===== src/rtl/booth_mul_seq.sv =====
// Sequential signed 64x64 multiplier using radix-4 Booth recoding.
// One recoding step per clock; the 128-bit product is held in DONE until op_clear.
module booth_mul_seq (
    input  logic         clk,
    input  logic         reset,
    input  logic         op_start,
    input  logic         op_clear,
    input  logic [63:0]  multiplicand,
    input  logic [63:0]  multiplier,
    output logic         op_done,
    output logic [127:0] result,
    output logic [1:0]   state,
    output logic [7:0]   count
);

    typedef enum logic [1:0] {
        IDLE    = 2'b00,
        EXEC    = 2'b01,
        DONE    = 2'b10,
        ILLEGAL = 2'b11
    } state_t;

    localparam logic [7:0] LAST_STEP = 8'd31;

    state_t        state_q, state_d;
    logic [63:0]   a_q, b_q;
    logic [129:0]  acc_q;
    logic          prev_q;
    logic [7:0]    count_q;
    logic [127:0]  result_q;

    logic [2:0]          window;
    logic signed [65:0]  a_ext, a_dbl, term, upper_sum;
    logic [129:0]        acc_step;
    logic                last_step;

    // Two guard bits above the 128-bit product keep +/-2A and the running sum exact,
    // including the -2^63 * -2^63 case.
    always_comb begin
        // NOTE: every always_comb output gets a default first, so no path can infer a latch.
        term      = '0;
        window    = {b_q[1:0], prev_q};
        a_ext     = {{2{a_q[63]}}, a_q};
        a_dbl     = {a_q[63], a_q, 1'b0};
        case (window)
            3'b001, 3'b010: term = a_ext;
            3'b011:         term = a_dbl;
            3'b100:         term = -a_dbl;
            3'b101, 3'b110: term = -a_ext;
            default:        term = '0;
        endcase
        upper_sum = $signed(acc_q[129:64]) + term;
        acc_step  = $signed({upper_sum, acc_q[63:0]}) >>> 2;
        last_step = (count_q == LAST_STEP);
    end

    always_comb begin
        state_d = state_q;
        if (op_clear) begin
            state_d = IDLE;
        end else begin
            case (state_q)
                IDLE:    if (op_start) state_d = EXEC;
                EXEC:    if (last_step) state_d = DONE;
                DONE:    state_d = DONE;
                default: state_d = IDLE;
            endcase
        end
    end

    // NOTE: sequential state uses non-blocking assignments so every register samples pre-edge values.
    always_ff @(posedge clk) begin
        if (reset) state_q <= IDLE;
        else       state_q <= state_d;
    end

    always_ff @(posedge clk) begin
        if (reset || op_clear || state_q == ILLEGAL) begin
            a_q      <= '0;
            b_q      <= '0;
            acc_q    <= '0;
            prev_q   <= 1'b0;
            count_q  <= '0;
            result_q <= '0;
        end else begin
            case (state_q)
                IDLE: begin
                    if (op_start) begin
                        a_q     <= multiplicand;
                        b_q     <= multiplier;
                        acc_q   <= '0;
                        prev_q  <= 1'b0;
                        count_q <= '0;
                    end
                end
                EXEC: begin
                    acc_q   <= acc_step;
                    prev_q  <= b_q[1];
                    b_q     <= $signed(b_q) >>> 2;
                    count_q <= count_q + 8'd1;
                    if (last_step) result_q <= acc_step[127:0];
                end
                default: ;
            endcase
        end
    end

    assign state   = state_q;
    assign op_done = (state_q == DONE);
    assign result  = result_q;
    assign count   = count_q;

endmodule

===== config.mk =====
export PLATFORM = sky130hd
export DESIGN_NAME = booth_mul_seq
export DESIGN_NICKNAME = d
export VERILOG_FILES = /design/src/rtl/booth_mul_seq.sv
export SDC_FILE = /design/constraint.sdc
export NUM_CORES = 1
export LEC_CHECK = 0
export CORE_MARGIN = 1
export CORE_UTILIZATION = 35
export DETAILED_ROUTE_END_ITERATION = 7
export GPL_ROUTABILITY_DRIVEN = 0
export SYNTH_ARGS = -nofsm -noshare
export SYNTH_HDL_FRONTEND = slang
export SYNTH_SLANG_ARGS = --single-unit

===== constraint.sdc =====
create_clock -name clk -period 7.7 [get_ports clk]
set_input_delay 1.155 -clock clk [delete_from_list [all_inputs] [get_ports clk]]
set_output_delay 1.155 -clock clk [all_outputs]
set_load 0.1 [all_outputs]

-- Yosys cells after proc, flatten, opt, wreduce, memory -nomap -nowiden
Index checks and enable logic that the tools add are counted.
- register bits: 397
- output and inout bits: 139
- $add $sub $neg: 4
- equality and inequality tests: 12
- mux-type cells: 12
- bitwise operators: 1
- reduce and logical (&&, ||, !) cells: 12
- operators with widths (operator ; number):
    one-hot mux 66 bit (4 select lines) ; 1
    one-hot mux 130 bit (2 select lines) ; 1
    2-to-1 mux 130 bit ; 1
    one-hot mux 64 bit (2 select lines) ; 1
    adder 66 bit ; 1
    negation 64 -> 66 bit ; 1
    negation 65 -> 66 bit ; 1
    2-to-1 mux 64 bit ; 1
    one-hot mux 8 bit (2 select lines) ; 1
    equality test 3 bit, second input constant ; 3
    adder 8 x 1 -> 8 bit, second input constant ; 1
    equality test 8 x 5 -> 1 bit, second input constant ; 1
    2-to-1 mux 8 bit ; 1
    AND reduction 2 bit ; 4
    equality test 3 x 2 -> 1 bit, second input constant ; 2
    one-hot mux 2 bit (3 select lines) ; 1
    OR reduction 2 bit ; 3
    equality test 2 bit, second input constant ; 2
    2-to-1 mux 2 bit ; 2
    inequality test 2 bit, second input constant ; 2
    equality test 3 x 1 -> 1 bit, second input constant ; 1
    AND reduction 3 bit ; 1
    equality test 2 x 1 -> 1 bit, second input constant ; 1
    logical NOT 2 bit ; 1
    other kinds (5) ; 6

-- Depth between registers and ports, before layout
- depth after elaboration: 5
- gate-level depth with buffers: 23
- mapped depth without buffers: 22

-- Worst setup path after synthesis
OpenSTA, ideal clock, no wires.
- path type: reg2reg
- from: reg a_q[2]
- to: reg acc_q[124]
- data arrival time: 5.417 ns
- data required time: 7.583 ns
- slack: 2.167 ns
- stages on the path, launching flop included: 23
- clock period less this slack: 5.533 ns
- cell sequence: dfxtp_1 -> buf_2 -> nor4_4 -> nand3b_2 -> or4b_4 -> or4b_4 -> or3_4 -> or3_4 -> or3_4 -> nand2_1 -> xor2_1 -> o221ai_1 -> ha_1 -> clkbuf_1 -> a21oi_1 -> o21ai_0 -> o31ai_1 -> a21oi_1 -> a311oi_1 -> o41ai_1 -> a221oi_1 -> xnor2_1 -> a22o_1
- cells in the longest elaborated chain, start to end: 4
- elaborated cells on any way between the ends: 5
- classes of those cells: add/sub: 3; mux: 2
- RTL lines (element ; line ; RTL):
    start: declaration ; 26 ; logic [63:0] a_q, b_q;
    start signal: assignment ; 89 ; a_q <= multiplicand;
    negation 65 -> 66 bit or negation 64 -> 66 bit (tied branches) ; 48, 49 ;
    one-hot mux 66 bit (4 select lines) (*) ; 45 ; case (window)
    adder 66 bit (*) ; 52 ; upper_sum = $signed(acc_q[129:64]) + term;
    one-hot mux 130 bit (2 select lines) (*) ; 86 ; case (state_q)
    end signal: assignment ; 97 ; acc_q <= acc_step;
    end: declaration ; 27 ; logic [129:0] acc_q;
Every way passes the cells marked *; elsewhere a longest branch is shown, timed or not.
A chain may end at the register's enable or synchronous reset.

-- Final worst setup path
- from: reg a_q[3]
- to: reg result_q[122], in the netlist result[122]
- cells in the longest elaborated chain, start to end: 3
- elaborated cells on any way between the ends: 4
- classes of those cells: add/sub: 3; mux: 1
- RTL lines (element ; line ; RTL):
    negation 65 -> 66 bit or negation 64 -> 66 bit (tied branches) ; 48, 49 ;
    one-hot mux 66 bit (4 select lines) (*) ; 45 ;
    adder 66 bit (*) ; 52 ;
    end signal: assignment ; 101 ; if (last_step) result_q <= acc_step[127:0];
    end: declaration ; 30 ; logic [127:0] result_q;
Marks and branches as above.

==> results by group <==
Run status
  – Status: complete, no violations

Setup path
  – Crit path required time: 8.22 ns
  – Worst Path Arrival: 6.69 ns
  – CP endpoint kind: register
  – Critical Path Start Type: register
  – Worst-path fanout max: 10
  – Worst setup path class: reg -> reg

STA
  – Setup TNS: 0 ns
  – Worst Tran Pin Value: 1.19 ns
  – Final Slew Violations: 0
  – Final Hold Violating Endpoints: 0
  – Clk_skew: 0.0316 ns
  – Setup violators final: 0
  – Slew headroom: 21.0%
  – Final Critical Period: 6.17 ns
  – Max Fclk: 162 MHz
  – Final Cycle Share: 80.2%
  – RSZ-0062 raised after global routing: false

Floorplanning
  – Die W: 249 µm
  – Die H: 249 µm
  – Core Region: 60200 µm²
  – Initial Util: 35.4%
  – Top Ports: 271
  – DIE AREA: 61900 µm²
  – Row count: 90

Route
  – DR WL/cell: 18.5 µm
  – Via/cell ratio: 5.54
  – # DRC: 0
  – Total wire length: 68200 µm
  – Routed Antenna Nets: 0
  – Initial drt markers: 1550
  – Pre-antenna DRT Iters: 5
  – Via count: 20414

Placement
  – Detail Placement HPWL: 47900 µm
  – Buffers on Ports: 270
  – Placed cell area: 24400 µm²

GRT
  – Largest net degree at the start of global routing: 101
  – Vias in the first global route: 19458
  – Initial antenna violation count: 10
  – Global-route usage over all layers: 21.1%
  – First-pass GRT wire length: 107000 µm
  – GR peak layer: met2
  – GRT overflow: 0
  – Met3 usage in global routing: 4.81%
  – Grt met2 use: 34.1%
  – GR Util met1: 27.1%

CTS
  – CTS Hold Bufs: 0
  – CTS buffer count: 45
  – CTS H-tree lvls: 2
  – Post_cts resized: 0
  – CTS sink cnt: 393
  – CTS tree: done
  – Post-CTS setup buffers: 0
  – Clk slew on worst S/H paths: 0.06 ns
  – Root buf cell: clkbuf_16
  – Clock Latency Late Sink: 0.60 ns
  – Clock buffer depth: 3

Synth
  – Yosys reg bits: 393
  – Syn Area/Cell: 7.77 µm²
  – Post-Syn Instances: 2742
  – Seq/Total Area, Yosys: 36.9%
  – Post-Syn Nets: 2947
  – Async SR Flop Fraction: 0%
  – Synth cell types: 71
  – Top FF cell, synth: dfxtp_1
  – Post-synth EDFFs: 0
  – Synth Cell Area: 21300 µm²
  – YS warnings: 0

Power and ir drop
  – Peak VDD IR: 0.180 mV
  – PwrDens: 195 nW/µm²
  – P_leak: 9.39 nW

Min path
  – Hold WC Path Type: reg -> reg

Finish
  – Area Overhead vs Synth: 22.6%
  – Final instance area: 26100 µm²
  – Antenna Cells: 0
  – NumNets Final: 3074
  – Layout cells sized above 1: 5.37%

Job
  – Max-cap violations: 0
-- worst paths after layout --
path	cells after the start	startpoint	slack (ns)	end
worst max-delay path	20	a_q[3]$_SDFFE_PP0P_	1.53	result[122]$_SDFFE_PP0P_
worst min-delay path	2	result[75]$_SDFFE_PP0P_	0.45	result[75]$_SDFFE_PP0P_
worst max register to register	20	a_q[3]$_SDFFE_PP0P_	1.53	result[122]$_SDFFE_PP0P_
worst min register to register	2	result[75]$_SDFFE_PP0P_	0.45	result[75]$_SDFFE_PP0P_
-- cells in the mapped netlist, types with 7 or more instances --
library cell | number | area, µm²
and3_1 | 14 | 87.6
a211oi_1 | 73 | 548
and2_1 | 7 | 43.8
nor4_1 | 12 | 75.1
mux2i_1 | 69 | 691
inv_1 | 29 | 109
o22ai_1 | 9 | 56.3
nor3_1 | 30 | 150
nand2_1 | 519 | 1950
o31ai_1 | 14 | 105
o21ai_0 | 114 | 571
nor2_1 | 269 | 1010
a22oi_1 | 131 | 983
buf_1 | 22 | 82.6
or3_1 | 19 | 119
xnor2_1 | 90 | 788
a21oi_1 | 282 | 1410
nand2b_1 | 15 | 93.8
a22o_1 | 24 | 210
o221ai_1 | 9 | 78.8
o21a_1 | 9 | 67.6
clkbuf_1 | 190 | 713
a221oi_1 | 23 | 201
o211ai_1 | 15 | 113
buf_2 | 7 | 35.0
xor2_1 | 67 | 587
a31oi_1 | 22 | 138
nand3_1 | 32 | 160
dfxtp_1 | 393 | 7870
nand4_1 | 24 | 150
a21o_1 | 39 | 293
o21bai_1 | 11 | 82.6
ha_1 | 72 | 901
or4_1 | 8 | 60.1
-- report_power, final --
group	switching [mW]	internal [mW]
sequential	0.0396	2.06
combinational	0.373	0.233
clock	0.947	1.44
-- kinds of logic after synthesis --
group,synth area share [%]
compound gates,24.4
xor+xnor,6.45
fa+ha+maj,4.32
buf+inv,4.52
flops,36.9
mux,3.56
simple gates,19.8
-- layout by cell type, fill, tap and decap left out, types with 8 or more instances in the layout --
cell type / instances
o221ai_1: 9
mux2i_1: 69
xnor2_1: 90
and3_1: 14
nand3_1: 32
bufinv_16: 8
o22ai_1: 9
ha_1: 71
a221oi_1: 23
o21ai_0: 114
nand2b_1: 15
clkbuf_8: 8
a211oi_1: 73
nand4_1: 24
clkdlybuf4s50_1: 270
a22o_1: 24
nand2_1: 517
nor4_1: 12
or4_1: 8
nor3_1: 29
a21oi_1: 281
o21bai_1: 11
nor2_1: 267
clkbuf_16: 45
or3_1: 18
o21a_1: 9
a31oi_1: 22
xor2_1: 67
o31ai_1: 14
inv_1: 29
o211ai_1: 15
clkinv_2: 8
a21o_1: 39
a22oi_1: 131
dfxtp_1: 391
buf_4: 31
-- state kept, by name, indices dropped and copies added (netlist names) --
name    count
state       2
prev_q      1
b_q        64
acc_q     126
count       8
result    128
a_q        64
-- cell type report --
| class | count | area, µm² |
|---|---|---|
| repair buffers | 301 | 2940 |
| flip-flops and latches | 393 | 7870 |
| inverters | 30 | 113 |
| well taps | 782 | 978 |
| multi-input cells | 2098 | 12500 |
| clock buffers | 57 | 1250 |
| clock inverters | 27 | 427 |
| fillers | 5985 | 34100 |
-- worst max-delay path: stages, from the launching register on --
cell	delay (ns)
dfxtp_1	0.44
nor4_4	0.37
nand3b_2	0.24
or4b_4	0.61
or4b_4	0.56
or3_4	0.37
or3_4	0.36
or3_4	0.35
nand2_1	0.09
xor2_1	0.16
o221ai_1	0.14
ha_1	0.45
and2_1	0.28
nand2_1	0.10
nor3_1	0.18
o21ai_0	0.18
and2_1	0.28
o21a_1	0.23
o31ai_1	0.40
nand4_1	0.15
o211ai_1	0.15
-- routing by layer --
metal | wire length, µm | up-vias
met4 | 2630 | 20
li1 | - | 9941
met3 | 4870 | 164
met5 | 146 | -
met2 | 30900 | 691
met1 | 29600 | 9598
-- stage by stage --
stage / std cells / power, mW / hold slack, ns / utilization [%] / setup slack (ns)
floorplan: 2742 / 2.54 / 0.432 / - / 2.17
global placement: 3604 / 2.74 / 0.440 / 40.6 / 1.79
detailed placement: 3604 / 2.75 / 0.448 / 40.6 / 1.63
CTS: 3688 / 5.16 / 0.457 / 43.4 / 1.61
global route: 3688 / 5.30 / 0.470 / 43.4 / 1.21
finish: 3688 / 5.10 / 0.454 / 43.4 / 1.53
No activity file was read; power rests on OpenSTA's default activity.
